**src/rtl/calc_rx_pkg.sv**
```systemverilog
// Shared types and defaults for the calculator result receiver.
package calc_rx_pkg;

   typedef enum logic [1:0] {
      IDLE = 2'd0,
      RECV = 2'd1,
      TAIL = 2'd2
   } rx_state_e;

   localparam int SIZE_DEF        = 4;
   localparam int WORD_W_DEF      = 16;
   localparam int TIMEOUT_CYC_DEF = 1024;

   // Counter width for values 0..n-1, never narrower than one bit.
   function automatic int cnt_w(input int n);
      return (n > 1) ? $clog2(n) : 1;
   endfunction

endpackage

```
**src/rtl/clktx_edge_det.sv**
```systemverilog
// Registers the calculator's ClkTx strobe and produces a one-cycle beat
// pulse on its rising edge, gated by the receiver enable.
module clktx_edge_det (
   input  logic Clk,
   input  logic Reset,
   input  logic RxEn,
   input  logic ClkTx,
   output logic beat
);

   logic clktx_q;
   logic clktx_d;

   assign clktx_d = ClkTx;

   always_ff @(posedge Clk or negedge Reset) begin
      if (!Reset) clktx_q <= 1'b0;
      else        clktx_q <= clktx_d;
   end

   assign beat = RxEn & ClkTx & ~clktx_q;

endmodule

```
**src/rtl/calc_result_receiver.sv**
```systemverilog
// Reassembles SIZE-bit serial beats from the calculator into WORD_W-bit
// results and presents them on a valid/ready holding register.
//
// state | meaning
// IDLE  | waiting for the first qualified beat of a frame
// RECV  | mid-frame, collecting beats; inter-beat timer running
// TAIL  | word complete, waiting for DoutValid to be sampled low
module calc_result_receiver
   import calc_rx_pkg::*;
#(
   parameter int SIZE        = SIZE_DEF,
   parameter int WORD_W      = WORD_W_DEF,
   parameter int TIMEOUT_CYC = TIMEOUT_CYC_DEF
) (
   input  logic              Clk,
   input  logic              Reset,
   input  logic              RxEn,
   input  logic              DoutValid,
   input  logic [SIZE-1:0]   DataOut,
   input  logic              ClkTx,
   output logic [WORD_W-1:0] Result,
   output logic              ResultValid,
   input  logic              ResultReady,
   output logic              FrameErr,
   output logic              Overrun,
   output logic [15:0]       FrameCnt,
   output logic [7:0]        ErrCnt
);

   localparam int NUM_BEATS = WORD_W / SIZE;
   localparam int CNT_W     = cnt_w(NUM_BEATS);
   localparam int TMR_W     = cnt_w(TIMEOUT_CYC);
   localparam logic [CNT_W-1:0] CNT_LAST = CNT_W'(NUM_BEATS - 1);
   localparam logic [TMR_W-1:0] TMR_LAST = TMR_W'(TIMEOUT_CYC - 1);

   logic beat;

   clktx_edge_det u_edge (
      .Clk   (Clk),
      .Reset (Reset),
      .RxEn  (RxEn),
      .ClkTx (ClkTx),
      .beat  (beat)
   );

   rx_state_e         state_q, state_d;
   logic [CNT_W-1:0]  cnt_q, cnt_d;
   logic [WORD_W-1:0] shreg_q, shreg_d;
   logic [TMR_W-1:0]  timer_q, timer_d;
   logic              long_err_q, long_err_d;
   logic [WORD_W-1:0] result_q, result_d;
   logic              valid_q, valid_d;
   logic              frame_err_q, frame_err_d;
   logic              overrun_q, overrun_d;
   logic [15:0]       frame_cnt_q, frame_cnt_d;
   logic [7:0]        err_cnt_q, err_cnt_d;
   logic [WORD_W-1:0] shreg_shift;
   logic [8:0]        err_sum;
   logic              complete;

   // The completing beat's data goes straight into Result, so the word is
   // visible one Clk after the last ClkTx-rise sample.
   assign shreg_shift = (shreg_q << SIZE) | WORD_W'(DataOut);

   always_comb begin
      state_d     = state_q;
      cnt_d       = cnt_q;
      shreg_d     = shreg_q;
      timer_d     = '0;
      long_err_d  = long_err_q;
      frame_err_d = 1'b0;
      complete    = 1'b0;

      if (!RxEn) begin
         state_d    = IDLE;
         cnt_d      = '0;
         long_err_d = 1'b0;
      end else begin
         case (state_q)
            IDLE: begin
               if (beat && DoutValid) begin
                  shreg_d = shreg_shift;
                  if (NUM_BEATS == 1) begin
                     complete = 1'b1;
                     cnt_d    = '0;
                     state_d  = TAIL;
                  end else begin
                     cnt_d   = CNT_W'(1);
                     state_d = RECV;
                  end
               end
            end
            RECV: begin
               if (beat) begin
                  if (DoutValid) begin
                     shreg_d = shreg_shift;
                     if (cnt_q == CNT_LAST) begin
                        complete = 1'b1;
                        cnt_d    = '0;
                        state_d  = TAIL;
                     end else begin
                        cnt_d = cnt_q + CNT_W'(1);
                     end
                  end else begin
                     frame_err_d = 1'b1;
                     cnt_d       = '0;
                     state_d     = IDLE;
                  end
               end else if (timer_q == TMR_LAST) begin
                  frame_err_d = 1'b1;
                  cnt_d       = '0;
                  state_d     = IDLE;
               end else begin
                  timer_d = timer_q + TMR_W'(1);
               end
            end
            TAIL: begin
               if (beat) begin
                  if (!DoutValid) begin
                     long_err_d = 1'b0;
                     state_d    = IDLE;
                  end else if (!long_err_q) begin
                     frame_err_d = 1'b1;
                     long_err_d  = 1'b1;
                  end
               end
            end
            default: state_d = IDLE;
         endcase
      end
   end

   // Holding register: a completion while a word is pending and not being
   // accepted is dropped and flagged; accept-and-complete hands over cleanly.
   always_comb begin
      result_d    = result_q;
      valid_d     = valid_q;
      overrun_d   = 1'b0;
      frame_cnt_d = frame_cnt_q;

      if (complete) begin
         if (!valid_q || ResultReady) begin
            result_d    = shreg_shift;
            valid_d     = 1'b1;
            frame_cnt_d = frame_cnt_q + 16'd1;
         end else begin
            overrun_d = 1'b1;
         end
      end else if (valid_q && ResultReady) begin
         valid_d = 1'b0;
      end

      err_sum   = {1'b0, err_cnt_q} + 9'(frame_err_d) + 9'(overrun_d);
      err_cnt_d = err_sum[8] ? 8'hFF : err_sum[7:0];
   end

   always_ff @(posedge Clk or negedge Reset) begin
      if (!Reset) begin
         state_q     <= IDLE;
         cnt_q       <= '0;
         shreg_q     <= '0;
         timer_q     <= '0;
         long_err_q  <= 1'b0;
         result_q    <= '0;
         valid_q     <= 1'b0;
         frame_err_q <= 1'b0;
         overrun_q   <= 1'b0;
         frame_cnt_q <= '0;
         err_cnt_q   <= '0;
      end else begin
         state_q     <= state_d;
         cnt_q       <= cnt_d;
         shreg_q     <= shreg_d;
         timer_q     <= timer_d;
         long_err_q  <= long_err_d;
         result_q    <= result_d;
         valid_q     <= valid_d;
         frame_err_q <= frame_err_d;
         overrun_q   <= overrun_d;
         frame_cnt_q <= frame_cnt_d;
         err_cnt_q   <= err_cnt_d;
      end
   end

   assign Result      = result_q;
   assign ResultValid = valid_q;
   assign FrameErr    = frame_err_q;
   assign Overrun     = overrun_q;
   assign FrameCnt    = frame_cnt_q;
   assign ErrCnt      = err_cnt_q;

endmodule

```
**config.mk**
```make
export PLATFORM = sky130hd
export DESIGN_NAME = calc_result_receiver
export DESIGN_NICKNAME = d
export VERILOG_FILES = /design/src/rtl/calc_rx_pkg.sv /design/src/rtl/clktx_edge_det.sv /design/src/rtl/calc_result_receiver.sv
export SDC_FILE = /design/constraint.sdc
export NUM_CORES = 1
export LEC_CHECK = 0
export CAP_MARGIN = 20
export CORE_MARGIN = 2
export CORE_UTILIZATION = 35
export CTS_BUF_LIST = sky130_fd_sc_hd__clkbuf_8
export CTS_CLUSTER_DIAMETER = 120
export DETAILED_ROUTE_END_ITERATION = 10
export GPL_TIMING_DRIVEN = 1
export HOLD_SLACK_MARGIN = 0.1
export PLACE_DENSITY_LB_ADDON = 0.15
export SYNTH_ARGS = -nofsm -noshare
export SYNTH_HDL_FRONTEND = slang
export SYNTH_SLANG_ARGS = --single-unit
export TNS_END_PERCENT = 1
```
**constraint.sdc**
```tcl
create_clock -name Clk -period 2.8 [get_ports Clk]
set_input_delay 0.42 -clock Clk [delete_from_list [all_inputs] [get_ports Clk]]
set_output_delay 0.42 -clock Clk [all_outputs]
set_load 0.02 [all_outputs]
```
==> impl_metrics.env <==
export IMPL_synth_main_ff_cell="dfrtp_1"
export IMPL_pre_cts_slack_ns=-0.05513
export IMPL_powerDensity_nw_per_um2=593.0
export IMPL_cp_end_kind="register"
export IMPL_fp_dieW_um=99.44
export IMPL_core_sq_um=8763
export IMPL_dp_hpwl_um=4230
export IMPL_postCtsHoldBufs=0
export IMPL_route_detailed_drc=0
export IMPL_portBuffers=52
export IMPL_syn_nets=310
export IMPL_cp_start_kind="register"
export IMPL_yosys_top_cells_area="dfrtp_1 (56%), nand2_1 (7.7%), xnor2_1 (4.7%)"
export IMPL_gp_congestion=0.7470
export IMPL_cts_root_buffer="clkbuf_8"
export IMPL_status="finished, final reports clean"
export IMPL_hold_path_class="in -> async"
export IMPL_numCtsBuffers=9
export IMPL_synth_top_area_share=0.5573
export IMPL_place_area_sq_um=3899
export IMPL_area_growth_pct=29.16
export IMPL_crit_arrival_ns=2.87
export IMPL_final_cell_area_sq_um=4118
export IMPL_p_leak_nw=1.928
export IMPL_min_period_ns=2.602
export IMPL_ant_nets=0
export IMPL_skew_ns=0.007525
export IMPL_reg2reg_slack_ns=0.20
export IMPL_insertion_delay_ns=0.35
export IMPL_design_portCount=53
export IMPL_r2r_start="timer_q[0]"
export IMPL_grt_pass1_wl_um=10270
export IMPL_post_route_period_util=0.9292
export IMPL_cp_required_ns=3.07
export IMPL_timing_final_ws_setup_ns=0.1981
export IMPL_overflow=0
export IMPL_grtUsageTotal=0.1309
export IMPL_r2r_end="ErrCnt[4]"
export IMPL_clock_sinks=71
export IMPL_peakVddDrop_v=0.0003088
export IMPL_cts_tree="yes"
export IMPL_synthArstFlopShare=1.000
export IMPL_cap_violations=0
export IMPL_critical_path_max_fanout=6
export IMPL_yosysSeqAreaShare=0.5573
export IMPL_row_count=34
export IMPL_antenna_found_initial=0
export IMPL_dr_pass1_iters=4
export IMPL_worst_pin_slew_ns=0.6573
export IMPL_fillers=835
export IMPL_clockBufferDepth=2
export IMPL_synth_cell_types=43
export IMPL_antennaDiodeCount=0
export IMPL_grt_pass1_vias=2212
export IMPL_grt_max_degree=45
export IMPL_h_tree_depth=3
export IMPL_wire_per_inst_um=12.98
export IMPL_setup_violations_final=0
export IMPL_wl_um=6125
export IMPL_yosysWarnings=0
export IMPL_maxSlewViolCount=0
export IMPL_relSlewSlack=0.5618
export IMPL_num_vias=2240
export IMPL_nets=378
export IMPL_clk_pin_slew_worst_paths_ns=0.08
export IMPL_start_util=0.3638
export IMPL_viasPerCell=4.746
export IMPL_syn_area_sq_um=3188
export IMPL_layout_drive_gt1_share=0.1429
export IMPL_final_hold_violation_count=0
export IMPL_max_freq_mhz=384.3
export IMPL_postSynthCellCount=291
export IMPL_synth_top_cell_by_area="dfrtp_1"
export IMPL_dieArea_sq_um=9888
export IMPL_die_h_um=99.44
export IMPL_reg2reg_depth=11
export IMPL_avgSynthCellArea_sq_um=10.96
export IMPL_synth_seq_cells=71
export IMPL_drt_iter0_drc=44
export IMPL_synth_enable_flop_cells=0
export IMPL_critPathKind="reg -> reg"
## state kept, by name, indices dropped and copies added, names as in the netlist
name and flops:
u_edge.clktx_q 1, ErrCnt 8, long_err_q 1, state_q 2, timer_q 10, Overrun 1
FrameErr 1, Result 16, ResultValid 1, FrameCnt 16, cnt_q 2, shreg_q 12
## synthesized netlist by cell type (2+ instances only)
| cell | count |
|---|---|
| dfrtp_1 | 71 |
| nand2_1 | 65 |
| nor2_1 | 17 |
| xnor2_1 | 17 |
| mux2_2 | 13 |
| nand4_1 | 12 |
| inv_1 | 10 |
| nand3_1 | 10 |
| xor2_1 | 9 |
| ha_1 | 8 |
| buf_2 | 4 |
| mux2i_1 | 4 |
| nor2b_1 | 4 |
| nor3_1 | 4 |
| and2_1 | 3 |
| and3_1 | 3 |
| and4_1 | 3 |
| nand2b_1 | 3 |
| o211ai_1 | 3 |
| a21oi_1 | 2 |
| a31oi_1 | 2 |
| nand3b_1 | 2 |
| o21ai_0 | 2 |
## per-layer routing
layer	vias up	GRT usage	share of wire	wire, um
met5	-	0	0	0
met4	0	0.06322	0.015	93
met1	1077	0.1896	0.51	3145
met2	43	0.1814	0.42	2589
li1	1112	-	-	-
met3	8	0.03443	0.048	296
## kinds of logic after synthesis
group           count (synthesis)  share of synthesized area
buf+inv                        17                    0.02512
flops                          71                     0.5573
fa+ha+maj                       9                    0.03768
mux                            17                    0.05848
compound gates                 13                    0.02826
simple gates                  138                     0.2217
xor+xnor                       26                    0.07143
## worst max-delay path by stage
stage	cells past startpoint	end	startpoint	slack, ns
after floorplan	11	ErrCnt[4]	timer_q[0]	0.25
after global placement	10	ErrCnt[4]	DoutValid	-0.01
after detailed placement	10	ErrCnt[4]	DoutValid	-0.06
after CTS	11	ErrCnt[4]	timer_q[0]	0.15
after global routing	10	ErrCnt[1]	timer_q[2]	-0.006
final	11	ErrCnt[4]	timer_q[0]	0.20
## cell usage in the layout, fill, tap and decap left out, drive strengths merged, types with 4 or more instances in the layout
cell type,instances
nor2b,4
nand2,65
xor2,9
nand3,11
ha,8
inv,13
mux2i,4
nand4,12
nor3,6
clkbuf,9
buf,13
mux2,13
xnor2,17
clkdlybuf4s50,51
dfrtp,71
nor2,17
## critical path, cell delays in order (launching register included)
cell	delay [ns]
dfrtp_1	0.39
ha_1	0.18
inv_1	0.07
nor4_4	0.31
and3_1	0.22
o211ai_1	0.11
fa_1	0.42
inv_1	0.07
ha_1	0.15
and4_1	0.22
nand4_1	0.25
o21ai_0	0.15
## what timing repair did
item                       CTS  global route
setup endpoints to repair    0             4
gates resized for setup      0             3
setup buffers                0             0
## power breakdown
part           switching [W]  leakage, nW  total, W  internal [W]
Sequential         0.0000853        0.958   0.00123       0.00115
Combinational       0.000173        0.873  0.000366      0.000193
Clock               0.000421       0.0968  0.000843      0.000422
## metrics by stage
step,util,cells,setup TNS (ns),hold WS (ns),power (W)
after detailed placement,0.4449,456,-0.2642,0.4585,0.001622
final,0.4699,472,0,0.09299,0.002442
after global routing,0.4699,472,-0.006613,0.1426,0.002575
after floorplan,-,291,0,0.1244,0.001474
after CTS,0.4682,472,0,0.1041,0.002478
after global placement,0.4449,456,-0.01374,0.4490,0.001617
## cell type report
type | count | area [sq um] | share of cell area
Clock inverter | 7 | 80.08 | 0.01945
Clock buffer | 9 | 123.9 | 0.03008
Multi-Input combinational cell | 203 | 1346 | 0.3270
Timing Repair Buffer | 64 | 618.1 | 0.1501
Tap cell | 108 | 135.1 | 0.03282
Inverter | 10 | 37.54 | 0.009116
Sequential cell | 71 | 1777 | 0.4315
Power figures use the tool's default switching activity.
